### src/rtl/spider_resource_manager.sv
// ============================================================================
// Module   : spider_resource_manager
// Purpose  : Holds web, energy and tracer reserves. Each gadget request is
//            checked and then granted (all three deducted) or denied (nothing
//            deducted). Refills add to the reserves with saturation.
// Revision : 1.0 - initial release
// ============================================================================
`default_nettype none

module spider_resource_manager #(
  parameter int WEB_MAX    = 200,
  parameter int ENERGY_MAX = 1000,
  parameter int TRACER_MAX = 40
) (
  input  logic       clk,
  input  logic       reset,
  input  logic       req_valid,
  output logic       req_ready,
  input  logic [3:0] webNeeded,
  input  logic [7:0] energyNeeded,
  input  logic [5:0] tracersNeeded,
  input  logic       refill_valid,
  output logic       refill_ready,
  input  logic [7:0] refill_web,
  input  logic [9:0] refill_energy,
  input  logic [5:0] refill_tracers,
  output logic       grant,
  output logic       deny,
  output logic [7:0] web_level,
  output logic [9:0] energy_level,
  output logic [5:0] tracer_level,
  output logic       low_energy,
  output logic [7:0] deny_count
);

  localparam logic [8:0]  c_WEB_MAX    = WEB_MAX[8:0];
  localparam logic [10:0] c_ENERGY_MAX = ENERGY_MAX[10:0];
  localparam logic [6:0]  c_TRACER_MAX = TRACER_MAX[6:0];

  typedef enum logic [1:0] {
    IDLE   = 2'd0,
    CHECK  = 2'd1,
    RESULT = 2'd2
  } state_t;

  state_t      r_state;
  state_t      w_state_next;
  logic [3:0]  r_web_req;
  logic [7:0]  r_energy_req;
  logic [5:0]  r_tracer_req;
  logic        r_sufficient;
  logic        r_grant;
  logic        r_deny;
  logic [7:0]  r_web;
  logic [9:0]  r_energy;
  logic [5:0]  r_tracer;
  logic [7:0]  r_deny_count;
  logic        w_req_ready;
  logic        w_refill_ready;
  logic        w_req_accept;
  logic        w_refill_accept;
  logic        w_sufficient;
  logic [8:0]  w_web_sum;
  logic [10:0] w_energy_sum;
  logic [6:0]  w_tracer_sum;

  // State register; reset aborts any in-flight transaction.
  always_ff @(posedge clk or posedge reset) begin
    if (reset) r_state <= IDLE;
    else       r_state <= w_state_next;
  end

  // Next-state and handshake readiness; a pending request blocks refills.
  always_comb begin
    w_state_next   = r_state;
    w_req_ready    = 1'b0;
    w_refill_ready = 1'b0;
    case (r_state)
      IDLE: begin
        w_req_ready    = 1'b1;
        w_refill_ready = ~req_valid;
        if (req_valid) w_state_next = CHECK;
      end
      CHECK:   w_state_next = RESULT;
      RESULT:  w_state_next = IDLE;
      default: w_state_next = IDLE;
    endcase
  end

  assign w_req_accept    = req_valid & w_req_ready;
  assign w_refill_accept = refill_valid & w_refill_ready;

  // All-or-nothing sufficiency test against the captured request.
  assign w_sufficient = (r_web    >= {4'd0, r_web_req})    &&
                        (r_energy >= {2'd0, r_energy_req}) &&
                        (r_tracer >= r_tracer_req);

  // One extra bit on each sum so the saturation compare cannot be fooled by wrap.
  assign w_web_sum    = {1'b0, r_web}    + {1'b0, refill_web};
  assign w_energy_sum = {1'b0, r_energy} + {1'b0, refill_energy};
  assign w_tracer_sum = {1'b0, r_tracer} + {1'b0, refill_tracers};

  // Request capture, decision, deduction, refill and denial counting.
  always_ff @(posedge clk or posedge reset) begin
    if (reset) begin
      r_web_req    <= '0;
      r_energy_req <= '0;
      r_tracer_req <= '0;
      r_sufficient <= 1'b0;
      r_grant      <= 1'b0;
      r_deny       <= 1'b0;
      r_web        <= c_WEB_MAX[7:0];
      r_energy     <= c_ENERGY_MAX[9:0];
      r_tracer     <= c_TRACER_MAX[5:0];
      r_deny_count <= '0;
    end else begin
      r_grant <= 1'b0;
      r_deny  <= 1'b0;
      if (w_req_accept) begin
        r_web_req    <= webNeeded;
        r_energy_req <= energyNeeded;
        r_tracer_req <= tracersNeeded;
      end
      if (r_state == CHECK) begin
        r_sufficient <= w_sufficient;
        r_grant      <= w_sufficient;
        r_deny       <= ~w_sufficient;
      end
      if (r_state == RESULT) begin
        if (r_sufficient) begin
          r_web    <= r_web    - {4'd0, r_web_req};
          r_energy <= r_energy - {2'd0, r_energy_req};
          r_tracer <= r_tracer - r_tracer_req;
        end else if (r_deny_count != 8'hFF) begin
          r_deny_count <= r_deny_count + 8'd1;
        end
      end
      if (w_refill_accept) begin
        r_web    <= (w_web_sum    > c_WEB_MAX)    ? c_WEB_MAX[7:0]    : w_web_sum[7:0];
        r_energy <= (w_energy_sum > c_ENERGY_MAX) ? c_ENERGY_MAX[9:0] : w_energy_sum[9:0];
        r_tracer <= (w_tracer_sum > c_TRACER_MAX) ? c_TRACER_MAX[5:0] : w_tracer_sum[5:0];
      end
    end
  end

  assign req_ready    = w_req_ready;
  assign refill_ready = w_refill_ready;
  assign grant        = r_grant;
  assign deny         = r_deny;
  assign web_level    = r_web;
  assign energy_level = r_energy;
  assign tracer_level = r_tracer;
  assign deny_count   = r_deny_count;
  assign low_energy   = (r_energy < 10'd16);

endmodule

`default_nettype wire
### config.mk
export PLATFORM = sky130hd
export DESIGN_NAME = spider_resource_manager
export DESIGN_NICKNAME = d
export VERILOG_FILES = /design/src/rtl/spider_resource_manager.sv
export SDC_FILE = /design/constraint.sdc
export NUM_CORES = 1
export LEC_CHECK = 0
export BUFFER_PORTS_ARGS = -buffer_cell sky130_fd_sc_hd__buf_2
export CORE_MARGIN = 2
export CORE_UTILIZATION = 32
export DETAILED_ROUTE_END_ITERATION = 10
export GPL_TIMING_DRIVEN = 0
export PLACE_DENSITY = 0.61
export SLEW_MARGIN = 30
export SYNTH_ARGS = -nofsm -noshare
export SYNTH_HDL_FRONTEND = slang
export SYNTH_SLANG_ARGS = --single-unit
### constraint.sdc
create_clock -name clk -period 3.44 [get_ports clk]
set_input_delay 0.344 -clock clk [delete_from_list [all_inputs] [get_ports clk]]
set_output_delay 0.344 -clock clk [all_outputs]
set_load 0.005 [all_outputs]
* After elaboration in Yosys (flattened, before gate mapping)
Cells that the tools add are included.
** Word-level totals
- Register bits :: 55
- Latch bits :: 0
- RAM bits :: 0
- ROM bits :: 0
- Input port bits :: 46
- Output and inout bits :: 37
- Logic and storage cells :: 59
- Memories kept :: 0
** Cells by class
- Add/sub/neg operators :: 7
- Multipliers :: 0
- Div/mod/pow operators :: 0
- Magnitude comparators :: 7
- Equality and inequality tests :: 4
- Shift-type cells :: 0
- Multiplexer cells :: 18
- Bitwise logic cells :: 5
- Reduce and logical (&&, ||, !) cells :: 7
** Operator list (count)
- 2-to-1 mux 10 bit :: 4
- 2-to-1 mux 8 bit :: 4
- 2-to-1 mux 6 bit :: 4
- adder 10 x 10 -> 11 bit :: 1
- > comparator 11 x 10 -> 1 bit (second input constant) :: 1
- >= comparator 10 x 8 -> 1 bit :: 1
- less-than comparator 10 x 5 -> 1 bit (second input constant) :: 1
- subtractor 10 x 8 -> 10 bit :: 1
- adder 8 x 8 -> 9 bit :: 1
- > comparator 9 x 8 -> 1 bit (second input constant) :: 1
- adder 8 x 1 -> 8 bit (second input constant) :: 1
- >= comparator 8 x 4 -> 1 bit :: 1
- inequality test 8 bit (second input constant) :: 1
- subtractor 8 x 4 -> 8 bit :: 1
- adder 6 x 6 -> 7 bit :: 1
- > comparator 7 x 6 -> 1 bit (second input constant) :: 1
- >= comparator 6 bit :: 1
- subtractor 6 bit :: 1
- 2-to-1 mux 1 bit :: 4
- one-hot mux 2 bit (2 select lines) :: 1
- nonzero test 2 bit :: 2
- NOT 1 bit :: 3
- AND reduction 3 bit :: 1
- AND 1 bit :: 2
- 7 further kinds :: 8

* Depth between registers and ports, before layout
Gate-level depths: netlist (run 1).
- Depth after elaboration :: 5
- Gate-level depth with buffers :: 10
- Depth with buffers taken out :: 10

* Least setup slack after synthesis (run 1)
No wires, ideal clock.
- Path type :: reg-to-reg
- Start point :: register r_energy[0] (netlist: energy_level[0])
- End point :: register r_energy[4] (netlist: energy_level[4])
- Setup time :: 121 ps
- Arrival :: 2575 ps
- Data required time :: 3319 ps
- Setup slack :: 744 ps
- Stages on the path, launching flop included :: 10
- Path buffers :: 0
- Clock period less this slack :: 2696 ps
- Cell sequence :: dfrtp_1 -> ha_1 -> fa_1 -> a211o_1 -> and2_4 -> o311ai_1 -> nand2_2 -> nor4b_4 -> nor2_2 -> a22o_1
** Between the ends
- Longest elaborated chain between the ends :: 4
- Elaborated cells on any way between the ends :: 7
- Those cells by class :: add/sub: 2; order compare: 1; mux: 4
** RTL lines
- from (decl) :: RTL line 55 : logic [9:0] r_energy;
- from (signal assigned) :: RTL line 113 : r_energy <= c_ENERGY_MAX[9:0];
- from (signal assigned) :: RTL line 132 : r_energy <= r_energy - {2'd0, r_energy_req};
- from (signal assigned) :: RTL line 140 : r_energy <= (w_energy_sum > c_ENERGY_MAX) ? c_ENERGY_MAX[9:0] : w_energy_sum[9:0];
- adder 10 x 10 -> 11 bit or subtractor 10 x 8 -> 10 bit (tied branches) :: RTL line 100, 132
- > comparator 11 x 10 -> 1 bit or 2-to-1 mux 10 bit (tied branches) :: RTL line 140, 130
- 2-to-1 mux 10 bit (on tied branches) :: RTL line 140, 129
- 2-to-1 mux 10 bit * :: RTL line 138 : if (w_refill_accept) begin
Mark *: on every way between the ends. The rest lies on a longest branch, timed or not. The select of a mux whose other input is x is not followed.
A chain may end at the register's enable or synchronous reset.

* Final worst setup path (run 1)
Ends and elaborated chain as after synthesis.

==> impl_metrics.yaml, run 1 <==
status:
  outcome: "finished, final reports clean"
cells_and_area:
  n_antenna_cell: 0
  num-nets-final: 666
  fin_util_pct: 38.62
  area_delta_synth_final_pct: 19.39
  nFillCells: 1348
  final_area_um2: 5054
  drive_gt1_share_pct: 20.63
timing:
  slew_violations: 0
  fmax_ghz: 0.3360
  hold_viol: 0
  setup_viol: 0
  setup_tns_ns: 0
  finalCritPeriodShare_pct: 86.51
  slew_headroom_pct: 52.50
  period_needed_ns: 2.976
  tightest_slew_ns: 0.7099
  fin_skew_ns: 0.007031
  rsz0062_at_grt: "no"
  fin_ws_ns: 0.4639
power:
  p_per_area_nw_per_um2: 841.6
  p_leak_nw: 2.331
  vdd_ir_drop_max_mv: 0.3443
global_routing:
  grt_overflow: 0
  grt_pass1_vias: 3866
  use_met3_pct: 1.964
  grt_max_degree: 48
  track_usage_pct: 16.14
  grtUsageMet1_pct: 21.56
  grt_pass1_wl_um: 18580
  grtUsageMet2_pct: 27.77
  antenna_found_initial: 0
  grt_busiest_layer: "met2"
place:
  gp_congestion: 0.8603
  pre_cts_slack_ns: 0.4549
  post-dp-hpwl_um: 9242
  portBuffers: 82
  postPlaceCellArea_um2: 4893
clocking:
  cts_tree: "yes"
  cts.clk_slew.worst_paths_ns: 0.08
  htreeDepth: 2
  cts_made_buffers: 5
  cts-root-buf: "clkbuf_16"
  clk-insertion-delay-late_ns: 0.29
  cts.sinks: 55
  clockBufferDepth: 2
synth:
  ys_types: 64
  syn_area_um2: 4233
  ys_seq_area_share_pct: 32.84
  synth_fp_nets: 575
  ys_dominant_reg_cell: "dfrtp_1"
  syn_inst: 480
  syn_avg_cell_area_um2: 8.818
  ys_ff_latch: 55
  yosysWarnings: 0
  synth-edff-count: 0
  synthArstFlopShare_pct: 100.0
setup_path:
  cp_slowest_cell: "o311ai_1"
  end_kind: "flop"
  r2r_end: "energy_level[4]"
  crit_family: "compound AO/OA/AOI/OAI gates"
  path_buf_inv: 0
  cp_max_fo: 4
  critPathLaunchType: "flop"
  reg2regPathDepth: 9
  crit_chain: "ha_1, fa_1, a211o_1, and2_4, o311ai_1, nand2_2, nor4b_4, nor2_2, a22o_1"
  crit_type: "flop to flop"
  critical-path-max-stage-delay_ns: 0.45
  rrSetupSlack_ns: 0.46
  cp.arrival_ns: 3.16
  crit_required_ns: 3.63
  r2r-start: "energy_level[0]"
floorplanning:
  die_h_um: 119.0
  die_w_um: 119.0
  rows: 42
  io-pin-count: 83
  initial_core_util_pct: 32.35
  die_area_um2: 14160
  coreArea_um2: 13090
routing:
  wl_um: 11560
  drtAntennaViolNets: 0
  wl_per_cell_um: 15.45
  drc_errors: 0
  firstDrtPassIters: 4
  drt-initial-drc-count: 251
  vias: 3949
  viasPerCell: 5.279
flow_run:
  cap_violations: 0
min_path:
  min_to: "r_energy_req[5]"
  whs_path_depth: 3
  hold_path_class: "input pin to flop"
  holdCritStartpoint: "energyNeeded[5]"
per-layer routing:
| layer | up-vias | wire length [um] |
|---|---|---|
| li1 | 1937 | - |
| met1 | 1897 | 5418 |
| met2 | 104 | 5531 |
| met3 | 11 | 468 |
| met4 | 0 | 137 |
| met5 | - | 0 |
placed cells by master, fill, tap and decap left out, types with 4 or more instances in the layout:
master and count:
fa_1 6, inv_1 38, o21ai_1 6, xor2_1 8
a211oi_1 6, nor2_1 22, buf_2 82, dfstp_2 11
a211o_1 4, and2_1 6, clkbuf_1 10, nor2b_1 12
dfrtp_1 44, xnor2_1 16, o21ai_0 40, o31ai_1 4
nand2_1 40, nor3_1 17, nand3_1 8, a31oi_1 9
nand4_1 8, and3_1 7, ha_1 43, a21oi_1 38
mux2_2 4, a21o_1 9, clkbuf_16 5, nand2b_1 4
per-stage QoR:
stage	power (mW)	hold slack [ns]	std cells
2_1_floorplan	3.017	0.4608	480
4_1_cts	4.268	0.2517	748
6_report	4.253	0.2511	748
3_3_place_gp	3.623	0.4736	738
5_1_grt	4.638	0.2677	748
3_5_place_dp	3.731	0.2550	739
worst max path at each step:
| stage | from | endpoint | slack, ns | cells past startpoint |
|---|---|---|---|---|
| CTS | energy_level[0] | energy_level[4] | 0.46 | 9 |
| finish | energy_level[0] | energy_level[4] | 0.46 | 9 |
| detailed placement | refill_energy[0] | energy_level[4] | 0.45 | 10 |
| global route | energy_level[0] | energy_level[4] | 0.34 | 9 |
| floorplan | energy_level[0] | energy_level[4] | 0.74 | 9 |
| global placement | refill_energy[0] | energy_level[4] | 0.45 | 10 |
cell families after synthesis:
family	count (synthesis)	share of synthesized area, %
AOI/OAI and AO/OA	150	22.26
and+or+nand+nor	148	18.74
DFF	55	32.84
buffers and inverters	49	4.345
adders and majority gates	49	15.55
xor gates and xnor gates	24	4.966
muxes	5	1.301
power by group:
part / internal, mW / leakage (nW) / total, mW / switching [mW]
Combinational: 1.16 / 1.60 / 2.56 / 1.40
Sequential: 0.898 / 0.661 / 1.17 / 0.272
Clock: 0.273 / 0.0700 / 0.523 / 0.249
worst min-delay path, delay by kind of cell:
family / cells / cell delay (ns)
buf+inv: 1 / 0.08
compound gates: 1 / 0.05
simple gates: 1 / 0.03
Yosys cell counts (6+ instances only):
cell	n	share of area, %
dfstp_2	11	6.8
a211oi_1	6	1.1
inv_1	39	3.5
nand2_1	40	3.5
ha_1	43	13
dfrtp_1	44	26
nor3_1	17	2.0
clkbuf_1	10	0.89
a21o_1	9	1.6
nand3_1	8	0.95
nor2_1	22	2.0
o21ai_1	6	0.71
o21ai_0	40	4.7
a21oi_1	38	4.5
and3_1	7	1.0
fa_1	6	2.8
nor2b_1	12	1.8
xnor2_1	16	3.3
nand4_1	8	1.2
xor2_1	8	1.7
and2_1	6	0.89
a31oi_1	9	1.3
registers in the layout, summed over array words and instances, names as in the netlist:
register,flops
grant,1
energy_level,10
web_level,8
deny,1
r_energy_req,8
r_web_req,4
r_state,2
deny_count,8
tracer_level,6
r_sufficient,1
r_tracer_req,6
timing repair:
item,CTS,global route
hold buffers,1,0
buffers inserted,0,0
setup endpoints to repair,0,0
endpoints found under the hold margin,8,0
resized for setup,0,0
cell type report:
class	count	area, um2	area share [%]
buffer	10	37.54	0.7428
clock buffer	5	125.1	2.476
multi-input combinational	376	2659	52.61
inverter	39	148.9	2.946
timing repair buffer	84	447.9	8.864
clock inverter	3	25.02	0.4952
sequential	55	1390	27.51
tap	176	220.2	4.358
(Power assumes the default switching activity.)
==> inputs of run 2 (changes only) <==
--- a/config.mk
+++ b/config.mk
@@ -5,6 +5,7 @@
 export SDC_FILE = /design/constraint.sdc
 export NUM_CORES = 1
 export LEC_CHECK = 0
+export ABC_AREA = 1
 export BUFFER_PORTS_ARGS = -buffer_cell sky130_fd_sc_hd__buf_2
 export CORE_MARGIN = 2
 export CORE_UTILIZATION = 32
==> run 2 against run 1 <==
Global-route usage shrank 0.18 points. Total power grew 22%. Highest routed layer unchanged. Critical path type unchanged. Area after synthesis grew 4.2%. Count of clock-buffer cells in the layout is the same. Cell area grew 3.3%. Sequential power grew 10%. Largest power group unchanged. First-iteration DRC count shrank 31%. Clock skew is essentially flat. Die area grew 4.1%.
==> impl_metrics.yaml, run 2 <==
cells_and_area:
  n_antenna_cell: 0
  drive_gt1_share_pct: 18.69
  layout.cells.non_filler: 861
  multi_input_area_um2: 2671
  largest_reg_flops: 10
  area_delta_synth_final_pct: 18.32
  ff_latch_area_um2: 1390
  fin_util_pct: 39.11
  layout_common_cells: "162 x nand2_1, 83 x buf_2, 74 x inv_1, 44 x dfrtp_1, 43 x ha_1"
  nFillCells: 1437
  final_common_cell: "nand2_1"
  num-nets-final: 779
floorplanning:
  die_area_um2: 14740
  rows: 42
  die_w_um: 121.4
  coreArea_um2: 13350
  die_h_um: 121.4
  io-pin-count: 83
  initial_core_util_pct: 33.05
clocking:
  cts_tree: "yes"
  cts_setup_buffers: 0
  cts.sinks: 55
  htreeDepth: 2
  cts.clk_slew.worst_paths_ns: 0.07
  cts-root-buf: "clkbuf_16"
  clk-insertion-delay-late_ns: 0.30
  cts_made_buffers: 5
  clockBufferDepth: 2
timing:
  hold_viol: 0
  finalCritPeriodShare_pct: 68.78
  period_needed_ns: 2.366
  tightest_slew_ns: 0.5332
  slew_headroom_pct: 64.45
  fin_skew_ns: 0.007013
  fmax_ghz: 0.4227
  setup_viol: 0
  setup_tns_ns: 0
  slew_violations: 0
  rsz0062_at_grt: "no"
  hold_ws_ns: 0.2461
setup_path:
  end_kind: "flop"
  critPathLaunchType: "flop"
  cp.arrival_ns: 2.59
  cp_max_fo: 6
  crit_family: "compound AO/OA/AOI/OAI gates"
  path_buf_inv: 0
  crit_chain: "ha_1, fa_1, a21oi_1, o21bai_1, a21o_1, a21oi_1, nor3b_1, nor2_1"
  critical-path-max-stage-delay_ns: 0.42
  crit_type: "flop to flop"
  reg2regPathDepth: 8
  timing.critical_path.mode_cell: "a21oi_1"
  crit_required_ns: 3.66
  cp_slowest_cell: "dfrtp_1"
  cp_num_cells: 8
synth:
  syn_area_um2: 4412
  syn_avg_cell_area_um2: 7.440
  ys_dominant_reg_cell: "dfrtp_1"
  synth_commonest_cells: "162 x nand2_1, 75 x inv_1, 44 x dfrtp_1"
  synth_fp_nets: 688
  yosys.area.top_type_share_pct: 24.96
  ys_types: 44
  yosysTopAreaCell: "dfrtp_1"
  synth-edff-count: 0
  syn_inst: 593
  yosys-top-cells-area: "dfrtp_1 25%, nand2_1 14%, ha_1 12%"
  ys_ff_latch: 55
  ys_seq_area_share_pct: 31.51
  yosysMostFrequentCell: "nand2_1"
  synthArstFlopShare_pct: 100.0
  yosysWarnings: 0
min_path:
  hold_path_class: "input pin to flop"
  whs_path_depth: 3
routing:
  wl_per_cell_um: 12.90
  drt-initial-drc-count: 172
  drtAntennaViolNets: 0
  drc_errors: 0
  vias: 4065
  wl_um: 11100
  firstDrtPassIters: 4
  viasPerCell: 4.721
place:
  gp_congestion: 0.8510
  portBuffers: 82
  dp.cells: 852
  post-dp-hpwl_um: 8847
status:
  outcome: "finished, final reports clean"
global_routing:
  grt_overflow: 0
  grt_max_degree: 40
  track_usage_pct: 15.96
  grt_pass1_wl_um: 18710
  antenna_found_initial: 0
  grt_pass1_vias: 3889
power:
  p_per_area_nw_per_um2: 991.3
  p_total_mw: 5.174
  vdd_ir_drop_max_mv: 0.4068
  p_leak_nw: 2.697
flow_run:
  cap_violations: 0
run 2: worst register-to-register path, stage by stage, from the launching register on:
cell and delay (ns):
dfrtp_1 0.42, ha_1 0.23, fa_1 0.41, a21oi_1 0.19, o21bai_1 0.11, a21o_1 0.17
a21oi_1 0.35, nor3b_1 0.34, nor2_1 0.08
run 2: worst paths after layout:
path                       slack, ns             from         endpoint
max                             1.07  tracer_level[0]  tracer_level[5]
min                             0.25     webNeeded[0]     r_web_req[0]
max reg2reg                     1.07  tracer_level[0]  tracer_level[5]
min reg2reg                     0.49  r_tracer_req[0]  r_tracer_req[0]
max in group asynchronous       2.37            reset     web_level[7]
min in group asynchronous       0.52            reset    deny_count[5]
run 2: timing repair:
action,CTS,global route
hold endpoints to repair,11,0
resized for setup,0,0
hold buffers,1,0
run 2: report_power, final:
group	internal (mW)	switching [mW]	leakage [nW]	total, mW
Combinational	1.37	2.01	1.97	3.38
Clock	0.269	0.237	0.0658	0.506
Sequential	0.987	0.302	0.656	1.29
run 2: layer usage:
layer  GRT usage [%]  vias to the layer above  part of all wire, %
met4           3.448                        0                  1.2
met5               0                        -                    0
met2           26.44                       84                   45
met1           22.39                     1837                   49
met3           1.880                        8                  5.0
li1                -                     2136                    -
run 2: cell type report:
cell class / count / share of cell area, %
multi-input combinational: 452 / 51.17
sequential: 55 / 26.63
timing repair buffer: 84 / 8.437
inverter: 79 / 5.872
tap: 176 / 4.219
clock buffer: 5 / 2.397
buffer: 7 / 0.8869
clock inverter: 3 / 0.3835
run 2: cell families (layout without fill, tap and decap cells):
kind of cell | after synthesis | count (layout) | synth area share [%]
AOI/OAI and AO/OA | 100 | 100 | 13.02
xor gates and xnor gates | 21 | 21 | 4.169
adders and majority gates | 49 | 49 | 14.92
buffers and inverters | 86 | 178 | 7.941
DFF | 55 | 55 | 31.51
and+or+nand+nor | 282 | 282 | 28.45
run 2: stage by stage:
step,setup WS [ns],area (um2)
finish,1.074,5220
global route,0.9013,5220
CTS,1.107,5220
detailed placement,1.076,5065
global placement,0.9974,5042
floorplan,1.433,4412
==> inputs of run 3 (changes only) <==
==> constraint.sdc (replaced) <==
create_clock -name clk -period 2.2 [get_ports clk]
set_input_delay 0.22 -clock clk [delete_from_list [all_inputs] [get_ports clk]]
set_output_delay 0.22 -clock clk [all_outputs]
set_load 0.005 [all_outputs]
==> run 3 against run 2 <==
Sequential cell count stayed put. Worst hold slack worse by 0.13 ns. Combinational power is 65% higher. Critical path depth stayed put. Clock skew hardly changed. First-iteration DRC count is 7.6% lower. Worst setup slack worse by 0.93 ns. Routed wire length is 1.8% higher. Largest cell class unchanged.
==> impl_metrics.yaml, run 3 (synthesized netlist as in run 2, its figures left out) <==
status:
  outcome: "finished, final reports clean"
cells_and_area:
  n_antenna_cell: 0
  final_common_cell: "nand2_1"
  final_area_um2: 5321
  layout_common_cells: "156 x nand2_1, 83 x buf_2, 73 x inv_1, 44 x dfrtp_1, 41 x ha_1"
  drive_gt1_share_pct: 21.80
  num-nets-final: 782
  fin_util_pct: 39.87
  nFillCells: 1425
  area_delta_synth_final_pct: 20.62
  largest_reg_flops: 10
routing:
  drc_errors: 0
  wl_um: 11300
  drtAntennaViolNets: 0
  wl_per_cell_um: 13.08
  vias: 4090
  viasPerCell: 4.734
  firstDrtPassIters: 4
  drt-initial-drc-count: 159
floorplanning:
  coreArea_um2: 13350
  rows: 42
  die_area_um2: 14740
  die_w_um: 121.4
  initial_core_util_pct: 33.05
  die_h_um: 121.4
  io-pin-count: 83
timing:
  finalCritPeriodShare_pct: 93.63
  setup_tns_ns: 0
  slew_violations: 0
  fmax_ghz: 0.4855
  setup_viol: 0
  slew_headroom_pct: 64.51
  fin_skew_ns: 0.007464
  tightest_slew_ns: 0.5324
  hold_viol: 0
  rsz0062_at_grt: "no"
  period_needed_ns: 2.060
  hold_ws_ns: 0.1203
setup_path:
  crit_family: "simple AND/OR/NAND/NOR gates"
  cp.arrival_ns: 2.29
  end_kind: "flop"
  r2r-start: "web_level[0]"
  crit_required_ns: 2.43
  crit_chain: "ha_2, fa_1, or2_2, o211ai_1, nand3_1, nand2_2, nand3_1, a21oi_2"
  reg2regPathDepth: 8
  crit_type: "flop to flop"
  critical-path-max-stage-delay_ns: 0.45
  rrSetupSlack_ns: 0.14
  cp_max_fo: 6
  cp_slowest_cell: "fa_1"
  timing.critical_path.mode_cell: "nand3_1"
  path_buf_inv: 0
  r2r_end: "web_level[1]"
  critPathLaunchType: "flop"
min_path:
  hold_path_class: "input pin to flop"
  whs_path_depth: 3
  holdCritStartpoint: "webNeeded[0]"
  min_to: "r_web_req[0]"
global_routing:
  grt_pass1_wl_um: 18770
  grt_pass1_vias: 3899
  track_usage_pct: 16.00
  grt_overflow: 0
  antenna_found_initial: 0
  grt_max_degree: 40
clocking:
  cts.clk_slew.worst_paths_ns: 0.07
  clk-insertion-delay-late_ns: 0.30
  cts_made_buffers: 5
  cts-root-buf: "clkbuf_16"
  cts_tree: "yes"
  cts.sinks: 55
  htreeDepth: 2
  clockBufferDepth: 2
power:
  p_leak_nw: 2.719
  vdd_ir_drop_max_mv: 0.7358
  p_per_area_nw_per_um2: 1577
place:
  portBuffers: 82
  post-dp-hpwl_um: 8847
  postPlaceCellArea_um2: 5065
  gp_congestion: 0.8510
flow_run:
  cap_violations: 0
==> run 3: cell types whose count changed in the layout (fill, tap and decap cells not counted), sizes merged <==
cell,previous run,this run
buf,87,90
==> run 3: area by class of cell <==
class,instances,area (um2),share of cell area [%]
multi-input combinational,452,2750,51.68
sequential,55,1390,26.12
timing repair buffer,87,462.9,8.700
inverter,79,306.5,5.761
tap,176,220.2,4.138
clock buffer,5,125.1,2.351
buffer,7,46.29,0.8700
clock inverter,3,20.02,0.3762
==> run 3: how the worst max path moves through the flow <==
stage / start / cells past startpoint / end / slack (ns)
after floorplan: tracer_level[0] / 8 / tracer_level[5] / 0.19
after global placement: reset / 2 / web_level[0] / -0.12
after CTS: energy_level[0] / 13 / energy_level[6] / 0.0006
after global routing: energy_level[0] / 13 / energy_level[6] / 0.002
final: web_level[0] / 8 / web_level[1] / 0.14
after detailed placement: tracer_level[0] / 8 / tracer_level[5] / -0.12
==> run 3: power breakdown <==
group,switching (mW),internal [mW],leakage (nW)
Sequential,0.475,1.54,0.656
Combinational,3.30,2.28,2.00
Clock,0.374,0.421,0.0658
==> run 3: per-layer routing <==
layer  vias up  track usage [%]  wire (um)
li1       2140                -          -
met1      1868            22.42       5506
met2        74            26.54       5206
met3         8            1.880        456
met4         0            3.448        131
met5         -                0          0
==> run 3: timing repair <==
action / CTS / global route
pin swaps: 0 / 9
hold buffers: 1 / 0
buffers inserted: 0 / 3
setup endpoints to repair: 4 / 21
endpoints found under the hold margin: 11 / 0
gates resized for setup: 3 / 22
==> run 3: worst min-delay path: cells and delay by family <==
kind                   cells  cell delay, ns
and+or+nand+nor            2            0.09
buffers and inverters      1            0.08
==> run 3: metrics by stage <==
step                instances  total power [mW]  setup WS (ns)
finish                    864             8.391         0.1401
global route              864             9.380       0.002377
CTS                       861             8.206      0.0006248
detailed placement        852             7.341        -0.1160
global placement          851             7.271        -0.1186
floorplan                 593             5.954         0.1930
